--- src/rtl/led_breathe_driver.sv ---
// LED breathing driver: an 8-bit PWM whose duty follows a triangular brightness
// envelope, gated by a spatial pattern mask (all, scanner, binary count, off).
module led_breathe_driver #(
    parameter int unsigned STEP = 64
) (
    input  logic       clk,
    input  logic       rst,
    input  logic       en,
    input  logic [1:0] mode,
    output logic [7:0] leds
);

    localparam int unsigned StepW = (STEP > 1) ? $clog2(STEP) : 1;
    localparam logic [StepW-1:0] StepLast = StepW'(STEP - 1);

    typedef enum logic {
        StRise,
        StFall
    } env_state_e;

    logic [7:0]       pwm_cnt_q, pwm_cnt_d;
    logic [StepW-1:0] step_cnt_q, step_cnt_d;
    env_state_e       state_q, state_d;
    logic [7:0]       level_q, level_d;
    logic [2:0]       pos_q, pos_d;
    logic             dir_down_q, dir_down_d;
    logic [7:0]       bcnt_q, bcnt_d;
    logic [7:0]       leds_q, leds_d;

    logic       frame_stb;
    logic       step_stb;
    logic       advance;
    logic [7:0] mask;

    // PWM and step counters; both hold while en is low
    always_comb begin
        pwm_cnt_d  = pwm_cnt_q;
        step_cnt_d = step_cnt_q;
        frame_stb  = en && (pwm_cnt_q == 8'hFF);
        step_stb   = frame_stb && (step_cnt_q == StepLast);
        if (en) begin
            pwm_cnt_d = pwm_cnt_q + 8'd1;
        end
        if (step_stb) begin
            step_cnt_d = '0;
        end else if (frame_stb) begin
            step_cnt_d = step_cnt_q + 1'b1;
        end
    end

    // Envelope FSM: triangle 0..255..0, advancing the pattern at the bottom turnaround
    always_comb begin
        state_d = state_q;
        level_d = level_q;
        advance = 1'b0;
        if (step_stb) begin
            unique case (state_q)
                StRise: begin
                    if (level_q != 8'hFF) begin
                        level_d = level_q + 8'd1;
                    end else begin
                        state_d = StFall;
                        level_d = 8'd254;
                    end
                end
                StFall: begin
                    if (level_q != 8'h00) begin
                        level_d = level_q - 8'd1;
                    end else begin
                        state_d = StRise;
                        level_d = 8'd1;
                        advance = 1'b1;
                    end
                end
                default: ;
            endcase
        end
    end

    // Pattern state: bouncing scanner and binary counter, both stepped by advance
    always_comb begin
        pos_d      = pos_q;
        dir_down_d = dir_down_q;
        bcnt_d     = bcnt_q;
        if (advance) begin
            bcnt_d = bcnt_q + 8'd1;
            if (!dir_down_q) begin
                if (pos_q == 3'd7) begin
                    pos_d      = 3'd6;
                    dir_down_d = 1'b1;
                end else begin
                    pos_d = pos_q + 3'd1;
                end
            end else begin
                if (pos_q == 3'd0) begin
                    pos_d      = 3'd1;
                    dir_down_d = 1'b0;
                end else begin
                    pos_d = pos_q - 3'd1;
                end
            end
        end
    end

    // Active mask selection and PWM gating; disabled cycles force the LEDs dark
    always_comb begin
        mask = 8'h00;
        unique case (mode)
            2'd0: mask = 8'hFF;
            2'd1: mask = 8'h01 << pos_q;
            2'd2: mask = bcnt_q;
            2'd3: mask = 8'h00;
            default: ;
        endcase
        leds_d = en ? (mask & {8{pwm_cnt_q < level_q}}) : 8'h00;
    end

    // State registers with synchronous reset
    always_ff @(posedge clk) begin
        if (rst) begin
            pwm_cnt_q  <= 8'h00;
            step_cnt_q <= '0;
            state_q    <= StRise;
            level_q    <= 8'h00;
            pos_q      <= 3'd0;
            dir_down_q <= 1'b0;
            bcnt_q     <= 8'h00;
            leds_q     <= 8'h00;
        end else begin
            pwm_cnt_q  <= pwm_cnt_d;
            step_cnt_q <= step_cnt_d;
            state_q    <= state_d;
            level_q    <= level_d;
            pos_q      <= pos_d;
            dir_down_q <= dir_down_d;
            bcnt_q     <= bcnt_d;
            leds_q     <= leds_d;
        end
    end

    assign leds = leds_q;

endmodule
--- config.mk ---
export PLATFORM = sky130hd
export DESIGN_NAME = led_breathe_driver
export DESIGN_NICKNAME = d
export VERILOG_FILES = /design/src/rtl/led_breathe_driver.sv
export SDC_FILE = /design/constraint.sdc
export NUM_CORES = 1
export LEC_CHECK = 0
export ABC_CLOCK_PERIOD_IN_PS = 2400
export BUFFER_PORTS_ARGS = -buffer_cell sky130_fd_sc_hd__buf_2
export CORE_MARGIN = 3
export CORE_UTILIZATION = 55
export CTS_CLUSTER_SIZE = 8
export DETAILED_ROUTE_END_ITERATION = 8
export PLACE_DENSITY = 0.84
export SLEW_MARGIN = 20
export SYNTH_ARGS = -nofsm -noshare
export SYNTH_HDL_FRONTEND = slang
export SYNTH_SLANG_ARGS = --single-unit
--- constraint.sdc ---
create_clock -name clk -period 2.4 [get_ports clk]
set_input_delay 0.24 -clock clk [delete_from_list [all_inputs] [get_ports clk]]
set_output_delay 0.24 -clock clk [all_outputs]
set_load 0.005 [all_outputs]
-- Yosys cells after proc, flatten, opt, wreduce, memory -nomap -nowiden
Index checks and enable logic that the tools add are counted.
- mux-type cells: 16
- add/subtract/negate cells: 7
- shift operators: 1
- equal/unequal tests: 7
- reduce and logical (&&, ||, !) cells: 7
- bitwise operators: 3
- divide/modulo/power cells: 0
- multipliers: 0
- magnitude comparators: 1
- operators with widths (cell ; count):
    one-hot mux 8 bit (4 select lines) ; 1
    adder 8 x 1 -> 8 bit, second input constant ; 3
    2-to-1 mux 8 bit ; 2
    one-hot mux 8 bit (2 select lines) ; 1
    2-to-1 mux 3 bit ; 3
    bitwise AND 8 bit ; 1
    == test 8 bit, second input constant ; 1
    < comparator 8 bit ; 1
    2-to-1 mux 1 bit ; 8
    != test 8 bit, second input constant ; 1
    nonzero test 8 bit ; 1
    << shifter 1 x 3 -> 8 bit, first input constant ; 1
    subtractor 8 x 1 -> 8 bit, second input constant ; 1
    adder 6 x 1 -> 6 bit, second input constant ; 1
    == test 6 bit, second input constant ; 1
    == test 2 bit, second input constant ; 2
    OR reduction 2 bit ; 2
    adder 3 x 1 -> 3 bit, second input constant ; 1
    == test 3 bit, second input constant ; 1
    logical NOT 3 bit ; 1
    subtractor 3 x 1 -> 3 bit, second input constant ; 1
    == test 2 x 1 -> 1 bit, second input constant ; 1
    logical AND 1 bit ; 2
    logical NOT 2 bit ; 1
    2 further kinds ; 3
- bits in writable memories: 0
- bits in latches: 0
- output and inout bits: 8
- register bits after elaboration: 43
- bits of input ports: 5
- memory bits (read-only): 0
- memories kept: 0

-- Logic depth before layout (Yosys ltp)
Gate-level depths: netlist (run 1).
- depth after elaboration: 4
- gate-level depth with buffers: 8
- mapped depth without buffers: 6

-- Worst setup path before layout (run 1)
OpenSTA, ideal clock, no wires.
- path kind: flip-flop to flip-flop
- start point: register pwm_cnt_q[0]
- end point: register bcnt_q[7]
- data required time: 2.277 ns
- arrival time: 2.068 ns
- slack: 0.209 ns
- clock period less this slack: 2.191 ns
- cell stages (with the launch flop): 7
- library setup time: 0.123 ns
- cell sequence: dfxtp_1 > ha_1 > nand4_2 > or4_4 > buf_6 > nor4_1 > mux2_1
- cells in the longest elaborated chain, start to end: 4
- RTL lines (item ; RTL line ; RTL):
    start, declared ; 21 ; logic [7:0] pwm_cnt_q, pwm_cnt_d;
    start signal, assigned ; 130 ; pwm_cnt_q <= pwm_cnt_d;
    == test 8 bit ; 39 ; frame_stb = en && (pwm_cnt_q == 8'hFF);
    logical AND 1 bit ; 39 ;
    logical AND 1 bit ; 40 ; step_stb = frame_stb && (step_cnt_q == StepLast);
    2-to-1 mux 1 bit ; 56 ; if (step_stb) begin
    end signal, assigned ; 136 ; bcnt_q <= bcnt_d;
    end, declared ; 27 ; logic [7:0] bcnt_q, bcnt_d;
Every way passes these cells.
A chain may end at the register's enable or synchronous reset.

-- Worst setup path in the final report (run 1)
- start point: register pwm_cnt_q[0]
- end point: register bcnt_q[4]
Same word-level chain as after synthesis.

==> out/metrics.csv, run 1 <==
metric,value,unit
largest net degree at the start of global routing,30,
worst skew pair latency,0.30,ns
Synth Flop Type,dfxtp_1,
clock slew at reported path FFs,0.09,ns
number of buffers created by CTS,5,
crit end category,flip-flop,
final cell count without fillers,379,
Total GRT Usage,23.0,%
DR DRC count,0,
vias in the first global route,2113,
Hold Path Depth,3,
Ant. Diodes,0,
cell area power density,435,nW/µm²
critical path's slowest cell,or4_4,
ys async rst share,0,%
dpl cells,371,
Reg2Reg Depth,6,
GRT overflow,0,
layout cell share with drive strength beyond 1,15.3,%
die height,75.4,µm
clock tree from TritonCTS,built,
Setup crit start,pwm_cnt_q[0]$_SDFFE_PP0P_,
worst path arrival time,2.39,ns
placement row count,24,
Crit Reg-Reg Endpoint,bcnt_q[4]$_SDFFE_PP0P_,
critical path cell sequence,ha_1 > nand4_2 > or4_4 > buf_4 > o311ai_1 > o41ai_2,
Final #Nets,349,
GPL Wtd Cong,0.889,
Yosys top cell area share,32.5,%
number of routed nets with antenna violations,0,
crit path kind,flip-flop to flip-flop,
initial antenna violation count,0,
count of flip-flops with a built-in enable after synthesis,0,
min cycle time layout,2.21,ns
Mapped Cells,313,
Initial Util,58.8,%
hold_buf cts,0,
DR pass1 iterations,6,
initial drt markers,343,
"commonest non-fill, non-tap cell in the layout",dfxtp_1,
CTS Buffer Depth,2,
Ports,13,
worst slew pin tran,0.716,ns
fill count,357,
post-cts resize count,0,
internal reg-to-reg setup slack,0.19,ns
Max Cap Viol,0,
f_max,0.453,GHz
sequential fraction of the synthesis area,32.5,%
Synth-to-Final Area Change,7.98,%
critical path peak fanout,19,
Max-slew headroom,52.0,%
Ys Warns,0,
global-route wire length before repair,10.1,mm
Max Clock Skew,0.0108,ns
postcts setup bufs,0,
Die ar.,5690,µm²
Max rail drop VDD,0.000365,V
Mapped Area,2650,µm²
syn_nets,336,
WP data required,2.58,ns
most frequent cells in the layout,"dfxtp_1 (43), a21oi_1 (30), nor2_1 (28)",
post-synthesis register bit count,43,
FF-to-FF Start,pwm_cnt_q[0]$_SDFFE_PP0P_,
post-DP HPWL,4.40,mm
Setup Viol. Count Final,0,
Via density,6.49,
status,"finished, final reports clean",
Leakage,0.00107,µW
fin. max-slew vios,0,
routed vias,2458,
Worst Setup Start Kind,flip-flop,
die width,75.4,µm
core area,4500,µm²
RSZ-0062 raised after global routing,no,
TritonCTS Sinks,43,
Synth area leader,dfxtp_1,
Final period util,91.9,%
count of final hold-check violations,0,
routed len/inst,16.0,µm
Port Buffers,12,
synth unique cells,58,
setup TNS,0,ns
H-tree levels,2,
end of the worst hold path,pwm_cnt_q[1]$_SDFFE_PP0P_,
ranking of synthesized cells by area,"dfxtp_1 (32%), ha_1 (8.5%), a21oi_1 (5.7%), nor2_1 (4.0%), a211oi_1 (2.5%)",
CTS root buf,clkbuf_8,
Syn Area/Cell,8.47,µm²
HP Class,input port to flip-flop,
total wire length,6.06,mm
slowest cell delay on critical path,0.56,ns
Hold Startpoint,en,
## layer usage
layer	global-route usage (%)	vias up	share of wire [%]	wire length, µm
li1	-	1184	-	-
met1	32.1	1158	46	2780
met2	35.7	102	45	2750
met3	3.96	14	6.5	396
met4	8.54	0	2.2	133
met5	0	-	0	0
## worst max-delay path by stage
stage	to	cells after the start	slack (ns)
after CTS	bcnt_q[4]$_SDFFE_PP0P_	6	0.20
after global placement	bcnt_q[7]$_SDFFE_PP0P_	5	0.31
after detailed placement	bcnt_q[4]$_SDFFE_PP0P_	6	0.19
after global routing	level_q[0]$_SDFFE_PP0P_	6	0.07
final	bcnt_q[4]$_SDFFE_PP0P_	6	0.19
after floorplan	bcnt_q[7]$_SDFFE_PP0P_	6	0.21
## critical path: cells and delay by family (launching register included)
kind / cells / cell delay [ns]
AND/OR/NAND/NOR: 2 / 0.69
AO/OA/AOI/OAI: 2 / 0.50
flip-flops: 1 / 0.42
adder cells (fa/ha/maj): 1 / 0.25
buffers and inverters: 1 / 0.23
## logic make-up (layout without fill, tap and decap cells)
kind of cell	count (synthesis)	in the layout	share of synthesized area, %
buf+inv	40	54	7.13
fa+ha+maj	18	18	8.50
simple gates	106	106	22.2
xor+xnor	12	12	3.97
compound gates	85	85	22.1
mux	9	9	3.59
flops	43	43	32.5
## per-stage QoR
| step | setup WS [ns] | util [%] | instance area, µm² | power (µW) | hold WS (ns) |
|---|---|---|---|---|---|
| 3_3_place_gp | 0.305 | 61.6 | 2780 | 799 | 0.501 |
| 6_report | 0.195 | 63.5 | 2860 | 1240 | 0.353 |
| 3_5_place_dp | 0.193 | 61.6 | 2780 | 801 | 0.514 |
| 2_1_floorplan | 0.209 | - | 2650 | 785 | 0.423 |
| 5_1_grt | 0.0693 | 63.5 | 2860 | 1280 | 0.372 |
| 4_1_cts | 0.199 | 63.5 | 2860 | 1250 | 0.351 |
## sequential cells by signal, summed over array words and instances, names as in the netlist
name / cells
state_q: 1
level_q: 8
pwm_cnt_q: 8
step_cnt_q: 6
dir_down_q: 1
leds: 8
bcnt_q: 8
pos_q: 3
## layout make-up
cell class              count  area (µm²)  share of cell area, %
flip-flops and latches     43         861                   30.1
well taps                  52        65.1                   2.27
clock inverters             2        12.5                  0.437
inverters                  19        71.3                   2.49
multi-input cells         230        1610                   56.1
repair buffers             27         173                   6.03
clock buffers               6        72.6                   2.54
## cell usage after synthesis (3+ instances only)
cell,n
xor2_1,6
a21o_1,3
o31ai_1,3
nand2b_1,5
dfxtp_1,43
ha_1,18
clkbuf_1,12
xnor2_1,6
mux2_2,3
nor4_1,8
nor2b_1,3
nand2_1,13
nor2_1,28
buf_6,3
a211oi_1,9
a31oi_1,5
and3_1,3
nand4_1,6
nand3_1,13
o211ai_1,4
a21oi_1,30
nor3_1,11
o21ai_0,10
inv_1,18
buf_2,4
mux2i_1,5
## power breakdown
| part | switching [µW] | total (µW) | internal (µW) |
|---|---|---|---|
| Combinational | 41.1 | 61.9 | 20.8 |
| Sequential | 5.29 | 723 | 718 |
| Clock | 255 | 459 | 204 |
No activity file was read; power rests on OpenSTA's default activity.
==> run 2, diff against run 1 <==
--- a/config.mk
+++ b/config.mk
@@ -11,6 +11,7 @@
 export CORE_UTILIZATION = 55
 export CTS_CLUSTER_SIZE = 8
 export DETAILED_ROUTE_END_ITERATION = 8
+export GPL_TIMING_DRIVEN = 0
 export PLACE_DENSITY = 0.84
 export SLEW_MARGIN = 20
 export SYNTH_ARGS = -nofsm -noshare
==> run 2 against run 1 <==
  * Non-clock buffer count up 4
  * Clock power down 1%
  * Sequential cell count did not move
  * Wire length barely moved
  * Final area up 1.5%
  * Setup slack lost 0.11 ns
  * Sequential share of layout area fell by 0.37 points
  * Via count fell by 0.81%
==> out/metrics.csv, run 2 (synthesis gave the netlist of run 1 again) <==
metric,value,unit,change
number of buffers created by CTS,5,,unchanged
routed len/inst,15.8,µm,-1.1%
Final Util,64.5,%,+0.97 points
total wire length,6.06,mm,about the same
wire length on met2,2.72,mm,-1.2%
Setup Viol. Count Final,0,,unchanged
Max-slew headroom,52.2,%,+0.18 points
crit path kind,flip-flop to flip-flop,,
critical path's slowest cell,or4b_2,,
"worst slack, placed",-0.0515,ns,-0.245 ns
Ant. Diodes,0,,unchanged
DR pass1 iterations,5,,-1
clock slew at reported path FFs,0.09,ns,about the same
Max rail drop VDD,0.000389,V,+6.7%
critical path peak fanout,7,,-12
status,"finished, final reports clean",,
end of the worst hold path,pwm_cnt_q[0]$_SDFFE_PP0P_,,
H-tree levels,2,,unchanged
Top Metal Used,met4,,
DR WL met3,370,µm,-6.6%
Via density,6.37,,-1.8%
largest net degree at the start of global routing,14,,-53%
final cell count without fillers,383,,+1.1%
Port Buffers,9,,-3
worst slew pin tran,0.714,ns,-0.00273 ns
number of routed nets with antenna violations,0,,unchanged
Final #Nets,353,,+1.1%
routed vias,2438,,-0.81%
global-route wire length before repair,9.98,mm,-1.6%
HP Class,input port to flip-flop,,
DR DRC count,0,,unchanged
"commonest non-fill, non-tap cell in the layout",dfxtp_1,,
count of final hold-check violations,0,,unchanged
WP data required,2.61,ns,+0.03 ns
internal reg-to-reg setup slack,0.09,ns,-0.11 ns
CTS Buffer Depth,2,,unchanged
min cycle time layout,2.31,ns,+0.109 ns
Initial Util,58.8,%,unchanged
Synth-to-Final Area Change,9.63,%,
"Largest delay share family, worst path",simple AND/OR/NAND/NOR gates,,
Max Clock Skew,0.0120,ns,+0.00126 ns
critical path cell sequence,inv_1 > ha_1 > or4b_2 > nor3_4 > a31oi_1 > nor4_1,,
Hold Path Depth,3,,unchanged
vias in the first global route,2199,,+4.1%
setup TNS,0,ns,unchanged
Reg2Reg Depth,6,,unchanged
FF-to-FF Start,level_q[1]$_SDFFE_PP0P_,,
Total GRT Usage,22.7,%,-0.29 points
fin. max-slew vios,0,,unchanged
dpl cells,374,,+0.81%
Max Cap Viol,0,,unchanged
Die ar.,5690,µm²,unchanged
WP buf/inv,1,,unchanged
GPL Wtd Cong,0.895,,+0.73%
placement row count,24,,unchanged
fin worst setup slack,0.0856,ns,-0.109 ns
Crit Reg-Reg Endpoint,dir_down_q$_SDFFE_PP0P_,,
die width,75.4,µm,unchanged
post-DP HPWL,4.30,mm,-2.3%
Leakage,0.00108,µW,+0.93%
worst path arrival time,2.53,ns,+0.14 ns
f_max,0.432,GHz,-4.7%
clock tree from TritonCTS,built,,
most frequent cells in the layout,"dfxtp_1 (41), a21oi_1 (30), nor2_1 (28)",,
Ports,13,,unchanged
slowest cell delay on critical path,0.68,ns,+0.12 ns
cell area power density,428,nW/µm²,-1.6%
GRT overflow,0,,unchanged
Hold Startpoint,en,,
RSZ-0062 raised after global routing,no,,
initial drt markers,290,,-15%
initial antenna violation count,0,,unchanged
TritonCTS Sinks,43,,unchanged
core area,4500,µm²,unchanged
Final period util,96.4,%,+4.6 points
die height,75.4,µm,unchanged
layout cell share with drive strength beyond 1,14.8,%,-0.49 points
WL met1,2.78,mm,about the same
worst skew pair latency,0.31,ns,about the same
fill count,354,,-0.84%
CTS root buf,clkbuf_8,,
Worst Setup Start Kind,flip-flop,,
crit end category,flip-flop,,
[run 2: per-layer routing]
| metal | vias up | track usage, % |
|---|---|---|
| met4 | 0 | 11.7 |
| met5 | - | 0 |
| met2 | 95 | 35.4 |
| li1 | 1194 | - |
| met3 | 21 | 2.51 |
| met1 | 1128 | 31.1 |
[run 2: what timing repair did]
action                                  CTS  global route
hold buffers                              0             0
gates cloned                              0             0
pin swaps                                 0             1
buffers inserted                          0             2
endpoints found under the setup margin   10            16
gates resized for setup                   6             8
[run 2: area by class of cell]
class,count,area [µm²],share of cell area [%]
Clock buffer,6,72.6,2.50
Clock inverter,2,12.5,0.431
Tap cell,52,65.1,2.24
Sequential cell,43,863,29.7
Buffer,20,116,4.01
Inverter,19,71.3,2.45
Timing Repair Buffer,11,60.1,2.07
Multi-Input combinational cell,230,1640,56.6
[run 2: report_power, final]
group | internal (µW) | leakage, µW | switching, µW
clock network | 203 | 0.0000412 | 250
registers | 719 | 0.000347 | 7.13
logic | 21.6 | 0.000695 | 41.7
total | 944 | 0.00108 | 299
[run 2: how the worst max path moves through the flow]
stage	start	to	slack, ns	cells past startpoint
finish	level_q[1]$_SDFFE_PP0P_	dir_down_q$_SDFFE_PP0P_	0.09	6
global route	level_q[1]$_SDFFE_PP0P_	dir_down_q$_SDFFE_PP0P_	0.005	6
CTS	level_q[0]$_SDFFE_PP0P_	bcnt_q[4]$_SDFFE_PP0P_	0.02	8
detailed placement	level_q[0]$_SDFFE_PP0P_	pos_q[2]$_SDFFE_PP0P_	-0.05	8
global placement	pwm_cnt_q[1]$_SDFFE_PP0P_	bcnt_q[7]$_SDFFE_PP0P_	-0.01	6
floorplan	pwm_cnt_q[0]$_SDFFE_PP0P_	bcnt_q[7]$_SDFFE_PP0P_	0.21	6
[run 2: through the flow]
stage	hold WS [ns]	instance area, µm²	power [µW]
floorplan	0.423	2650	785
global route	0.247	2910	1290
detailed placement	0.531	2760	803
CTS	0.220	2870	1250
finish	0.223	2910	1240
global placement	0.515	2760	802
[run 2: worst register-to-register path, delay by kind of cell (launching register included)]
family	cells	cell delay, ns
simple gates	3	1.30
compound gates	1	0.13
buf+inv	1	0.17
flops	1	0.39
fa+ha+maj	1	0.24
